[src/rtl/sdram_burst_sched.sv]
// ---------------------------------------------------------------------------
// sdram_burst_sched
//   Burst scheduler between the user write/read FIFO pair and the SDRAM
//   command controller. It picks one operation at a time (auto-refresh, write
//   burst or read burst), generates the burst start addresses and wraps each
//   address inside its programmed [b_addr, e_addr) window. Each operation is
//   finished by a req/end handshake with the controller.
//
// Ports
//   sys_clk, sys_rst_n          clock, asynchronous active-low reset
//   init_end                    SDRAM power-up init complete (level)
//   aref_req                    refresh due (level, held until serviced)
//   aref_end, wr_end, rd_end    operation complete, 1-cycle pulses
//   wr_fifo_num, rd_fifo_num    FIFO fill levels
//   read_valid                  reads permitted
//   wr_b_addr/wr_e_addr         write window start / exclusive end
//   rd_b_addr/rd_e_addr         read window start / exclusive end
//   wr_burst_len, rd_burst_len  words per burst (nonzero)
//   wr_addr_rst, rd_addr_rst    pulse: return pointer to its window start
//   aref_en, wr_req, rd_req     registered grants / requests (one-hot or 0)
//   wr_addr, rd_addr            registered burst start addresses
//   last_was_wr                 last completed burst was a write
// ---------------------------------------------------------------------------
module sdram_burst_sched #(
  parameter int ADDR_W = 23,
  parameter int LEN_W  = 10
) (
  input  logic              sys_clk,
  input  logic              sys_rst_n,
  input  logic              init_end,
  input  logic              aref_req,
  input  logic              aref_end,
  input  logic              wr_end,
  input  logic              rd_end,
  input  logic [LEN_W-1:0]  wr_fifo_num,
  input  logic [LEN_W-1:0]  rd_fifo_num,
  input  logic              read_valid,
  input  logic [ADDR_W-1:0] wr_b_addr,
  input  logic [ADDR_W-1:0] wr_e_addr,
  input  logic [ADDR_W-1:0] rd_b_addr,
  input  logic [ADDR_W-1:0] rd_e_addr,
  input  logic [LEN_W-1:0]  wr_burst_len,
  input  logic [LEN_W-1:0]  rd_burst_len,
  input  logic              wr_addr_rst,
  input  logic              rd_addr_rst,
  output logic              aref_en,
  output logic              wr_req,
  output logic              rd_req,
  output logic [ADDR_W-1:0] wr_addr,
  output logic [ADDR_W-1:0] rd_addr,
  output logic              last_was_wr
);

  typedef enum logic [2:0] {
    S_INIT,
    S_ARB,
    S_AREF,
    S_WRITE,
    S_READ
  } state_t;

  state_t state;
  logic   wr_rst_pend;
  logic   rd_rst_pend;

  // Next-burst address one bit wider than the pointer, and the end-of-burst
  // check two bits wider, so neither sum can overflow before the compare.
  logic [ADDR_W:0]   wr_nxt, rd_nxt;
  logic [ADDR_W+1:0] wr_chk, rd_chk;
  logic [ADDR_W-1:0] wr_adv, rd_adv;
  logic [LEN_W:0]    rd_room;
  logic              wr_ok, rd_ok;

  assign wr_nxt = {1'b0, wr_addr} + (ADDR_W+1)'(wr_burst_len);
  assign rd_nxt = {1'b0, rd_addr} + (ADDR_W+1)'(rd_burst_len);
  assign wr_chk = {1'b0, wr_nxt} + (ADDR_W+2)'(wr_burst_len);
  assign rd_chk = {1'b0, rd_nxt} + (ADDR_W+2)'(rd_burst_len);

  // When the following burst would not fit in the window, restart at b_addr.
  // Otherwise nxt is below e_addr, so truncating it is lossless.
  assign wr_adv = (wr_chk > (ADDR_W+2)'(wr_e_addr)) ? wr_b_addr : wr_nxt[ADDR_W-1:0];
  assign rd_adv = (rd_chk > (ADDR_W+2)'(rd_e_addr)) ? rd_b_addr : rd_nxt[ADDR_W-1:0];

  // Read burst allowed only if the read FIFO can absorb the whole burst.
  assign rd_room = {1'b0, rd_fifo_num} + {1'b0, rd_burst_len};
  assign wr_ok   = (wr_fifo_num >= wr_burst_len);
  assign rd_ok   = read_valid && (rd_room <= {1'b0, {LEN_W{1'b1}}});

  // NOTE: sequential state uses non-blocking assignments only, so every
  // right-hand side below sees the pre-edge register values regardless of
  // statement order; later assignments in the block override earlier ones.
  always_ff @(posedge sys_clk or negedge sys_rst_n) begin
    if (!sys_rst_n) begin
      state       <= S_INIT;
      aref_en     <= 1'b0;
      wr_req      <= 1'b0;
      rd_req      <= 1'b0;
      wr_addr     <= '0;
      rd_addr     <= '0;
      last_was_wr <= 1'b0;
      wr_rst_pend <= 1'b0;
      rd_rst_pend <= 1'b0;
    end else if (!init_end) begin
      // Losing init drops everything back to INIT and reloads the pointers.
      state       <= S_INIT;
      aref_en     <= 1'b0;
      wr_req      <= 1'b0;
      rd_req      <= 1'b0;
      wr_addr     <= wr_b_addr;
      rd_addr     <= rd_b_addr;
      wr_rst_pend <= 1'b0;
      rd_rst_pend <= 1'b0;
    end else begin
      // Pointer reset outside that pointer's own burst applies immediately.
      if (wr_addr_rst && state != S_WRITE) wr_addr <= wr_b_addr;
      if (rd_addr_rst && state != S_READ)  rd_addr <= rd_b_addr;

      case (state)
        S_INIT: begin
          wr_addr     <= wr_b_addr;
          rd_addr     <= rd_b_addr;
          wr_rst_pend <= 1'b0;
          rd_rst_pend <= 1'b0;
          state       <= S_ARB;
        end

        S_ARB: begin
          if (aref_req) begin
            state   <= S_AREF;
            aref_en <= 1'b1;
          end else if (wr_ok && rd_ok) begin
            // Both ready: alternate, starting with the one not done last.
            if (last_was_wr) begin
              state  <= S_READ;
              rd_req <= 1'b1;
            end else begin
              state  <= S_WRITE;
              wr_req <= 1'b1;
            end
          end else if (wr_ok) begin
            state  <= S_WRITE;
            wr_req <= 1'b1;
          end else if (rd_ok) begin
            state  <= S_READ;
            rd_req <= 1'b1;
          end
        end

        S_AREF: begin
          if (aref_end) begin
            aref_en <= 1'b0;
            state   <= S_ARB;
          end
        end

        S_WRITE: begin
          if (wr_addr_rst) wr_rst_pend <= 1'b1;
          if (wr_end) begin
            wr_req      <= 1'b0;
            state       <= S_ARB;
            last_was_wr <= 1'b1;
            wr_rst_pend <= 1'b0;
            wr_addr     <= (wr_rst_pend || wr_addr_rst) ? wr_b_addr : wr_adv;
          end
        end

        S_READ: begin
          if (rd_addr_rst) rd_rst_pend <= 1'b1;
          if (rd_end) begin
            rd_req      <= 1'b0;
            state       <= S_ARB;
            last_was_wr <= 1'b0;
            rd_rst_pend <= 1'b0;
            rd_addr     <= (rd_rst_pend || rd_addr_rst) ? rd_b_addr : rd_adv;
          end
        end

        default: begin
          state   <= S_INIT;
          aref_en <= 1'b0;
          wr_req  <= 1'b0;
          rd_req  <= 1'b0;
        end
      endcase
    end
  end

endmodule
[config.mk]
export PLATFORM = sky130hd
export DESIGN_NAME = sdram_burst_sched
export DESIGN_NICKNAME = d
export VERILOG_FILES = /design/src/rtl/sdram_burst_sched.sv
export SDC_FILE = /design/constraint.sdc
export NUM_CORES = 1
export LEC_CHECK = 0
export ABC_AREA = 1
export CAP_MARGIN = 25
export CORE_MARGIN = 10
export CORE_UTILIZATION = 40
export CTS_BUF_LIST = sky130_fd_sc_hd__clkbuf_8
export CTS_CLUSTER_SIZE = 24
export DETAILED_ROUTE_END_ITERATION = 6
export HOLD_SLACK_MARGIN = 0.08
export RECOVER_POWER = 50
export SLEW_MARGIN = 5
export SYNTH_ARGS = -nofsm -noshare
export SYNTH_HDL_FRONTEND = slang
export SYNTH_SLANG_ARGS = --single-unit
[constraint.sdc]
create_clock -name sys_clk -period 12.25 [get_ports sys_clk]
set_input_delay 2.45 -clock sys_clk [delete_from_list [all_inputs] [get_ports sys_clk]]
set_output_delay 2.45 -clock sys_clk [all_outputs]
set_load 0.01 [all_outputs]
==> results.txt, run 1 <==
Summing over every cut layer, the via total after detailed routing is 10900. For this block, the initial DRC count from the detailed router was 777. The first global-routing pass estimated 55800 um of wire. Once the clock tree was built, the resizer swapped 0 gates to a different size.

The logs give 28500 um for the HPWL after detailed placement and 1 for the number of max-capacitance violations reported. The relative max-transition margin is -1.30, and the final global-route overflow total is 0. VDD sags by at most 0.0695 mV. The max-slew violation total from the final report was 56. Critical path class: input pin to flip-flop. The filler cells instantiated in the layout total 2520. At the end of routability-driven placement, the weighted congestion stood at 0.988.

Largest fanout on the critical path: 24. The tools report the required arrival time at the worst endpoint as 12.55 ns. The setup violation total in the final timing report is 0, and the combined area of the multi-input logic cells is 7000 um^2. The tools report the effective utilization at floorplan as 0.403.

The root buffer cell chosen for the clock tree is clkbuf_8. Dividing the detail-routed wire length by the instance count gives 16.3 um. The worst setup path is captured at a flip-flop. The switching power share of the total works out to 0.541.

The largest net degree at the start of global routing was 56; the number of clock sinks seen by CTS was 55. The net count after synthesis was 1898. The async set-reset flop share out of synthesis was 1.00. The sequential cells in the finished layout cover a total of 1380 um^2. The clock share of power was 0.074; the via count of the first global-routing pass was 10500. Counting flops with a built-in enable in the synthesized netlist gives 0. Once placement completed, the tool counted placed cells totaling 2123. Count of yosys warnings during synthesis: 0. In this design, the stage delay of the slowest critical-path cell is 0.50 ns. The area share of the largest cell type after synthesis came out at 0.202.

In this run the mean area of a mapped cell was 5.93 um^2. The path class of the tightest hold or removal check is flip-flop to flip-flop. In this run the number of H-tree levels came out at 2.

The run gives 0.35 ns as the worst-skew pair later-pin latency. The share of the cycle needed by the critical path after routing was 0.651. The internal power of the cells totals 0.746 mW. The sequential cell area fraction in the yosys report was 0.141; the final-layout setup total negative slack was 0 ns. Switching component of the power: 0.881 mW. Setup repair after global routing left no endpoint under its margin.

The number of library cell types mapped by synthesis is 52, and the total length of routed wires is 34900 um. The overall power after layout is 1.63 mW. The run gives 0.752 as the logic gate share of total power. The most used flip-flop cell after synthesis is dfrtp_1. For the global-route usage over all layers, the log shows 0.220. By area the synthesized netlist is led by nand2_1, dfrtp_1, ha_1. On the critical path, the stage with the largest delay is an instance of clkdlybuf4s50_1. TritonCTS built the clock tree.

In this run the vertical extent of the chip is 176 um. The final standard cell count with taps included and fillers excluded is 2135. The proportion of layout cells with a drive suffix above 1 is 0.0414, and the number of placement rows is 57. The post-route minimum period was 7.97 ns.

Final hold violation count: 0. The most area-hungry cell type in the Yosys netlist is nand2_1. The checks that failed: capacitance limit, slew limit. The total die area is 31000 um^2, and the largest buffer count on any clock path is 2.

The post-detailed-route via-to-cell ratio was 5.12. The analysis attributes to cell leakage a power of 6.47 nW. The die span in x is 176 um. The synthesis-to-layout area growth is 23.7%, and the total standard cell area after synthesis is 9740 um^2.

The count of input and output buffers came out at 191. The detail route stage leaves a number of antenna-violating nets equal to 0. Number of antenna violations at the first check in global routing: 1.

The run gives 0.0207 ns as the final worst clock skew. The type of origin of the critical path was an input pin. The data arrival time of the critical path is 8.27 ns.

The first detailed-routing pass ran for 5 iterations. The flow ran to the end, but the final reports show violations. Hold timing on the final database bottoms out at a slack of 0.514 ns. The register share of total power was 0.174. After clock tree synthesis, the clock-pin slew on the worst setup and hold paths is 0.13 ns. For this run, design rule violations remaining after detail routing come to 0. After layout, the worst setup slack is 4.28 ns. The core footprint was 24200 um^2; the power density over the cells was 135 nW/um^2.

For this run, the post-layout net count is 2063. The most frequent cell on the critical path was nand2_1. In this run the count of I/O pins placed on the die edge is 192. Buffers inserted during post-CTS setup optimization: 0.

Counting the buffers created by CTS gives 5. Synthesis produced 1644 cells. The slew of the pin with the lowest slew margin was 3.45 ns; the count of state elements after synthesis was 55.

The worst setup slack before clock tree synthesis was 3.28 ns; the cts-stage hold buffer count was 0. The tools report the fmax as 0.125 GHz.
stage by stage:
step                       util  cell area (um^2)
after detailed placement  0.493             11900
after CTS                 0.497             12000
final                     0.498             12000
after global placement    0.492             11900
after global routing      0.498             12000
after floorplan               -              9740
cells in the final DEF, fill, tap and decap left out, types with 8 or more instances in the layout:
cell             instances
o21ai_1                 12
dlygate4sd3_1           25
inv_1                  300
a21oi_2                 10
xnor2_1                 18
o211ai_1                 8
clkdlybuf4s50_1        165
a32oi_1                 12
nand4_1                 38
nand2_1                524
ha_1                   107
o21ai_0                 40
nand2_2                 16
o221ai_1                22
a21oi_1                103
dfrtp_1                 55
nor3_1                  15
buf_4                    9
nor4_1                   8
xor2_1                  39
nor2_1                 101
nand3_1                110
sequential cells by signal (all words and copies together) (netlist names):
register,flops
wr_rst_pend,1
aref_en,1
wr_addr,23
wr_req,1
last_was_wr,1
rd_req,1
rd_rst_pend,1
state,3
rd_addr,23
path summary, 6_finish.rpt:
kind / start / endpoint / slack, ns / cells past startpoint
max: rd_burst_len[0] / rd_addr[19] / 4.28 / 33
min: rd_req / rd_req / 0.51 / 2
max reg2reg: rd_addr[0] / rd_addr[19] / 6.48 / 32
min reg2reg: rd_req / rd_req / 0.51 / 2
max in group asynchronous: sys_rst_n / rd_addr[5] / 6.95 / 2
min in group asynchronous: sys_rst_n / rd_addr[17] / 3.34 / 2
kinds of logic (layout without fill, tap and decap cells):
group,Yosys count,in the layout,share of synthesized area
compound gates,225,225,0.140
xor+xnor,59,59,0.0557
other cells,0,1,0
simple gates,844,844,0.375
flops,55,55,0.141
buf+inv,349,515,0.141
fa+ha+maj,112,112,0.148
synthesized netlist by cell type (2+ instances only):
cell      instances
a31oi_1           3
nor2_2            5
ha_1            107
nand4_1          38
or2_2             2
fa_1              5
nor3_1           15
a21oi_2          10
o211ai_1          8
a21oi_1         103
nand2_4           2
xor2_1           39
nand2_2          16
nand3_2           4
nor4_1            8
dfrtp_1          55
o21ai_0          40
nand3_4           3
nand3b_1          5
inv_1           300
a21o_1            3
clkbuf_1         30
clkinv_1          2
xnor2_1          18
buf_2             2
nor2_1          101
nand2_1         524
buf_1             6
o21a_1            3
a211oi_1          3
nor2_4            5
nand3_1         110
buf_6             5
inv_2             2
o21ai_1          12
o221ai_1         22
a32oi_1          12
and3_1            2
metal layers:
layer	wire (um)	GRT usage
met1	15200	0.278
met2	16200	0.370
met3	2390	0.0423
met4	1070	0.0696
met5	0	0
critical path, delay by kind of cell:
family          cells  cell delay [ns]
xor+xnor            2             0.37
simple gates       21             2.65
compound gates      2             0.37
fa+ha+maj           4             1.48
buf+inv             4             0.93
power groups by stage:
stage / Combinational, mW / Clock [mW] / Sequential (mW)
after floorplan: 0.851 / 0 / 0.278
after detailed placement: 1.22 / 0 / 0.288
final: 1.22 / 0.120 / 0.282
after CTS: 1.23 / 0.124 / 0.285
after global routing: 1.41 / 0.130 / 0.288
after global placement: 1.20 / 0 / 0.288
area by class of cell:
| type | count | area share |
|---|---|---|
| inverters | 304 | 0.0947 |
| diodes | 1 | 0.000208 |
| well taps | 324 | 0.0336 |
| multi-input cells | 1240 | 0.581 |
| repair buffers | 203 | 0.169 |
| clock inverters | 3 | 0.00197 |
| flip-flops and latches | 55 | 0.114 |
| clock buffers | 5 | 0.00571 |
(Power assumes the default switching activity.)
==> run 2, diff against run 1 <==
- clock period: 12.25 -> 7.8 ns (I/O delays scaled with it)
==> results.txt, run 2 (synthesis results as in run 1) <==
The number of levels the H-tree was split into is 2. The count of input and output buffers came out at 191. In this run, the number of DRC markers left after iteration 0 of detailed routing was 759. TritonCTS built the clock tree. The pre-antenna-repair detailed-routing pass consisted of 5 iterations. The relative max-transition margin is -1.36.

The run finished, with violations left. STA puts the critical path data required time at 8.06 ns. The slowest stage of the critical path belongs to the cell clkdlybuf4s50_1. No sink is reached through more buffers than the 2 on the longest clock path. Dividing the detail-routed wire length by the instance count gives 17.1 um. Power density over the cells: 215 nW/um^2.

The proportion of layout cells with a drive suffix above 1 was 0.0430; the remaining antenna violation count was 0. The die is 176 um wide. The worst path in the final design needs a cycle of 7.17 ns, including I/O delays and setup. Clock tree synthesis inserted a total of 5 buffers. The run gives 0.403 as the effective utilization at floorplan. The tightest min-delay check is of the flip-flop to flip-flop type. The final reports fail on capacitance limit, slew limit.

The final route contains 11000 vias. For the worst-skew pair, the clock arrives at the later sink with an insertion delay of 0.36 ns. The max-slew violation total from the final report is 56. The run gives 0 as the cts-stage hold buffer count. For the pin with the worst max-slew slack, the measured transition is 3.54 ns.

Entering global routing, the biggest net connects 56 pins. The post-detailed-route via-to-cell ratio works out to 5.16. The critical path is of the input pin to flip-flop type. Via count of the first global-routing pass: 10700.

The floorplan step set the die height to 176 um. Summed over all nets, the half-perimeter wirelength after detailed placement is 29300 um. The synthesis-to-layout area growth was 23.8%; the placed cell area was 11900 um^2. Setup repair after global routing left no endpoint under its margin. Across all hold checks on the routed design, the worst slack comes to 0.516 ns.

Leaving out fill and tap cells, the most frequent cell in the layout is nand2_1. Endpoint class of the critical path: a flip-flop. Leaving out fill and tap cells, the most frequent cells in the layout are nand2_1, inv_1, clkdlybuf4s50_1.

The number of clock sinks seen by CTS was 55; the final hold violation count was 0. After detailed routing, the number of remaining DRC violations is 0. The wire length of the first global-routing pass is 57500 um, and the share of the cycle needed by the critical path after routing is 0.919. The data arrival time of the critical path was 7.43 ns; the number of top-level design ports was 192. Tracing the worst setup path back leads to its startpoint at wr_burst_len[0].

The die covers 31000 um^2. Global placer's final weighted congestion: 0.929. Fill cells in the final layout number 2566.

The depth of the worst register-to-register path is 28, and the number of antenna violations at the first check in global routing is 0. The number of max-capacitance violations reported is 1. The cell sitting at the root of the clock tree is a clkbuf_8. The largest registers in the layout are rd_addr (23), wr_addr (23), state (3). The tools report the fmax as 0.139 GHz. The run gives 6.47 nW as the leakage power of the design.

The clock-pin slew on the worst setup and hold paths works out to 0.13 ns. Summed over all layers, the routed wires come to 36500 um. STA classifies the critical path startpoint as an input pin. The core footprint was 24200 um^2. The most frequent cell on the critical path is nand2_1. The global-route usage over all layers is 0.229, and the peak ir drop on the vdd network is 0.115 mV. The worst register-to-register path ends at wr_addr[3]. The critical path ends at wr_addr[3]. The number of nets at the end of the flow was 2065; the final-layout setup total negative slack was 0 ns.

Of all nets on the critical path, the largest fanout is 17. Setup violations remaining at the end of the flow were counted as 0. The finished cells cover 12100 um^2. The number of placement rows is 57.

The delay of the slowest critical-path stage was 0.64 ns. Summed over all layers, the global routing overflow is 0. In this run the critical register-to-register path is launched from wr_addr[0]. The reg-to-reg setup timing slack was 1.98 ns; the final worst clock skew was 0.00514 ns.
run 2: power by group:
part	switching, mW	total (mW)	leakage, nW	internal [mW]
clock network	0.134	0.201	0.0467	0.0674
registers	0.0966	0.442	0.662	0.345
logic	1.19	1.95	5.76	0.764
total	1.42	2.59	6.47	1.18
run 2: timing repair:
action,in CTS,in global routing
hold endpoints to repair,0,0
setup endpoints to repair,0,12
gates resized for setup,0,1
buffers inserted,0,0
run 2: metal layers:
layer	GRT usage	up-vias	share of wire
li1	-	5610	-
met1	0.275	4998	0.42
met2	0.397	373	0.48
met3	0.0444	43	0.071
met4	0.0812	0	0.032
met5	0	-	0
run 2: how the worst min path moves through the flow:
stage                            from           to  slack, ns  depth (start not counted)
final                          rd_req       rd_req       0.52                          2
after global routing           rd_req       rd_req       0.57                          2
after CTS                 wr_rst_pend  wr_rst_pend       0.52                          2
after detailed placement  rd_rst_pend  rd_rst_pend       0.49                          2
after global placement         rd_req       rd_req       0.49                          2
after floorplan           wr_rst_pend  wr_rst_pend       0.47                          2
run 2: metrics by stage:
step                      setup WS (ns)  power (mW)   util  std cells
after floorplan                    1.74        1.77      -       1644
after global placement            0.174        2.38  0.493       2125
after detailed placement          0.244        2.40  0.493       2125
after CTS                         0.591        2.61  0.497       2133
after global routing             0.0141        2.90  0.499       2136
final                             0.628        2.59  0.499       2137
run 2: layout make-up:
cell class / count / area [um^2] / share of cell area
antenna: 1 / 2.50 / 0.000207
clock buffer: 5 / 68.8 / 0.00570
clock inverter: 3 / 27.5 / 0.00228
inverter: 304 / 1140 / 0.0946
multi-input combinational: 1241 / 7010 / 0.581
sequential: 55 / 1380 / 0.114
tap: 324 / 405 / 0.0336
timing repair buffer: 204 / 2030 / 0.169
run 2: worst max-delay path, delay by kind of cell:
kind / cells / cell delay, ns
AO/OA/AOI/OAI: 4 / 0.94
adder cells (fa/ha/maj): 4 / 1.17
XOR/XNOR: 2 / 0.45
buffers and inverters: 4 / 0.88
AND/OR/NAND/NOR: 15 / 2.41
==> run 3, diff against run 2 <==
- GPL_ROUTABILITY_DRIVEN: default -> 0
==> results.txt, run 3 (synthesis results as in run 1) <==
The flow ran to the end, but the final reports show violations. The final reports fail on capacitance limit, slew limit. The register share of total power is 0.171. IR analysis of the VDD net gives a maximum drop of 0.0885 mV. The logs give 0 for the final hold violation count and 0.141 GHz for the fmax. The wire length of the first global-routing pass is 55100 um. The most frequent cell on the critical path is nand2_1. The run gives 0.00961 ns as the final worst clock skew. Detailed placement ended at an HPWL of 28600 um. For the worst setup path, the data required time is 8.06 ns. The floorplan step set the die height to 176 um. The post-route minimum period came out at 7.11 ns. Root cell of the clock tree: clkbuf_8.

The proportion of layout cells with a drive suffix above 1 works out to 0.0430. Global-route usage over all layers: 0.217. For this block, the routed nets add up to 35200 um of wire.

The run gives 2 as the largest buffer count on any clock path. In this run the power density over the cells is 213 nW/um^2. The total overflow left after global routing is 0. The tools report the logic gate share of total power as 0.756. Critical path class: input pin to flip-flop. For this design, the sink count on the clock tree is 55.

Setup violations remaining at the end of the flow were counted as 0. The delay of the slowest critical-path stage was 0.61 ns; the share of the cycle needed by the critical path after routing was 0.912. In this run, CTS created clock tree buffers numbering 5. Adding up every negative setup slack in the final design gives 0 ns. The worst setup path is launched from an input pin. The core region is 24200 um^2. The run gives 694 as the number of design-rule violations left by the first detailed-router iteration. The critical path's slowest cell is clkdlybuf4s50_1. After clock tree synthesis, the clock-pin slew on the worst setup and hold paths is 0.13 ns.

The data arrival time of the critical path is 7.37 ns. Setup repair after global routing left no endpoint under its margin. The relative max-transition margin was -1.26. The tools report the clock share of power as 0.073.

Most frequent standard cell in the layout excluding fill and tap cells: nand2_1. The tools report the filler cell count as 2552. For the post-route DRC violation count, the log shows 0. The worst setup slack before clock tree synthesis was 0.223 ns; the leakage power of the design was 6.49 nW.

The final route contains 11000 vias. The analysis attributes to net switching a power of 1.40 mW. The repair_antennas step left the layout with diodes totalling 0. The number of setup buffers added after CTS is 0. The run gives 1.18 mW as the internal cell power. On the final layout, the worst hold slack is 0.519 ns. The switching power share of the total came out at 0.543. The sequential cell area was 1380 um^2. The first detailed-routing pass ran for 6 iterations.

The average wire per standard cell was 16.5 um. The slack of the critical path is 0.686 ns. For the worst-skew pair, the clock arrives at the later sink with an insertion delay of 0.36 ns. In this run the worst hold path is classified as flip-flop to flip-flop.

Leaving out fill and tap cells, the most frequent cells in the layout are nand2_1, inv_1, clkdlybuf4s50_1. The largest net degree at the start of global routing was 56; the synthesis-to-layout area growth was 24.3%. The number of max-capacitance violations reported was 1. STA classifies the critical path endpoint as a flip-flop.

The effective utilization at floorplan is 0.403, and the total die area is 31000 um^2. The max-slew violation total from the final report is 56. Number of top-level design ports: 192. In this run the core area contains 57 standard-cell rows. Dividing the detail-routed via count by the number of cells gives 5.14. The largest fanout on the critical path was 18. In the final layout, the multi-input gates occupy 7020 um^2. TritonCTS built the clock tree.

The number of levels the H-tree was split into was 2; the die span in x was 176 um. Remaining antenna violation count: 0. The largest registers in the layout are rd_addr (23), wr_addr (23), state (3).

The via count of the first global-routing pass came out at 10500. Slew of the pin with the lowest slew margin: 3.38 ns. Input and output buffers added on the ports amount to 191. For this run, the post-layout net count is 2065. The number of antenna violations at the first check in global routing came out at 3.
run 3: cell count changes in the layout (fill, tap and decap cells not counted):
cell	delta
buf_16	+2
buf_4	-2
clkinv_2	+1
diode_2	-1
inv_6	-1
nand3_2	-1
nand3_4	+1
run 3: worst paths after layout:
| path | start | endpoint | slack (ns) | cells after the start |
|---|---|---|---|---|
| max | wr_burst_len[0] | wr_addr[21] | 0.69 | 29 |
| min | wr_rst_pend | wr_rst_pend | 0.52 | 2 |
| max reg2reg | wr_addr[0] | wr_addr[21] | 2.01 | 28 |
| min reg2reg | wr_rst_pend | wr_rst_pend | 0.52 | 2 |
| max in group asynchronous | sys_rst_n | wr_addr[2] | 3.48 | 2 |
| min in group asynchronous | sys_rst_n | rd_addr[17] | 2.42 | 2 |
run 3: repair_timing:
| action | in CTS | in global routing |
|---|---|---|
| hold buffers | 0 | 0 |
| resized for setup | 0 | 2 |
| setup endpoints to repair | 0 | 3 |
run 3: power by group through the flow:
stage	clock network [mW]	logic (mW)	registers, mW
floorplan	0	1.34	0.436
global placement	0	1.91	0.451
detailed placement	0	1.94	0.450
CTS	0.196	1.95	0.445
global route	0.203	2.22	0.449
finish	0.188	1.95	0.441
run 3: layout make-up:
type                       instances  share of cell area
multi-input combinational       1241               0.580
timing repair buffer             204               0.171
sequential                        55               0.114
inverter                         304              0.0943
tap                              324              0.0335
clock buffer                       5             0.00568
clock inverter                     3             0.00196
run 3: per-layer routing:
| metal | share of wire | track usage | vias to the layer above |
|---|---|---|---|
| met1 | 0.43 | 0.265 | 4914 |
| met3 | 0.066 | 0.0431 | 49 |
| met2 | 0.48 | 0.376 | 386 |
| met4 | 0.028 | 0.0675 | 6 |
| met5 | 0.0013 | 0 | - |
| li1 | - | - | 5621 |
run 3: worst max-delay path, delay by kind of cell:
kind / cells / cell delay [ns]
and+or+nand+nor: 13 / 2.02
AOI/OAI and AO/OA: 6 / 1.32
adders and majority gates: 4 / 1.19
buffers and inverters: 4 / 0.87
xor gates and xnor gates: 2 / 0.42
run 3: per-stage QoR:
step	total power, mW	util	std cells	area, um^2
5_1_grt	2.88	0.501	2136	12100
3_3_place_gp	2.37	0.492	2123	11900
3_5_place_dp	2.39	0.494	2124	11900
2_1_floorplan	1.77	-	1644	9740
6_report	2.58	0.501	2136	12100
4_1_cts	2.59	0.497	2132	12000
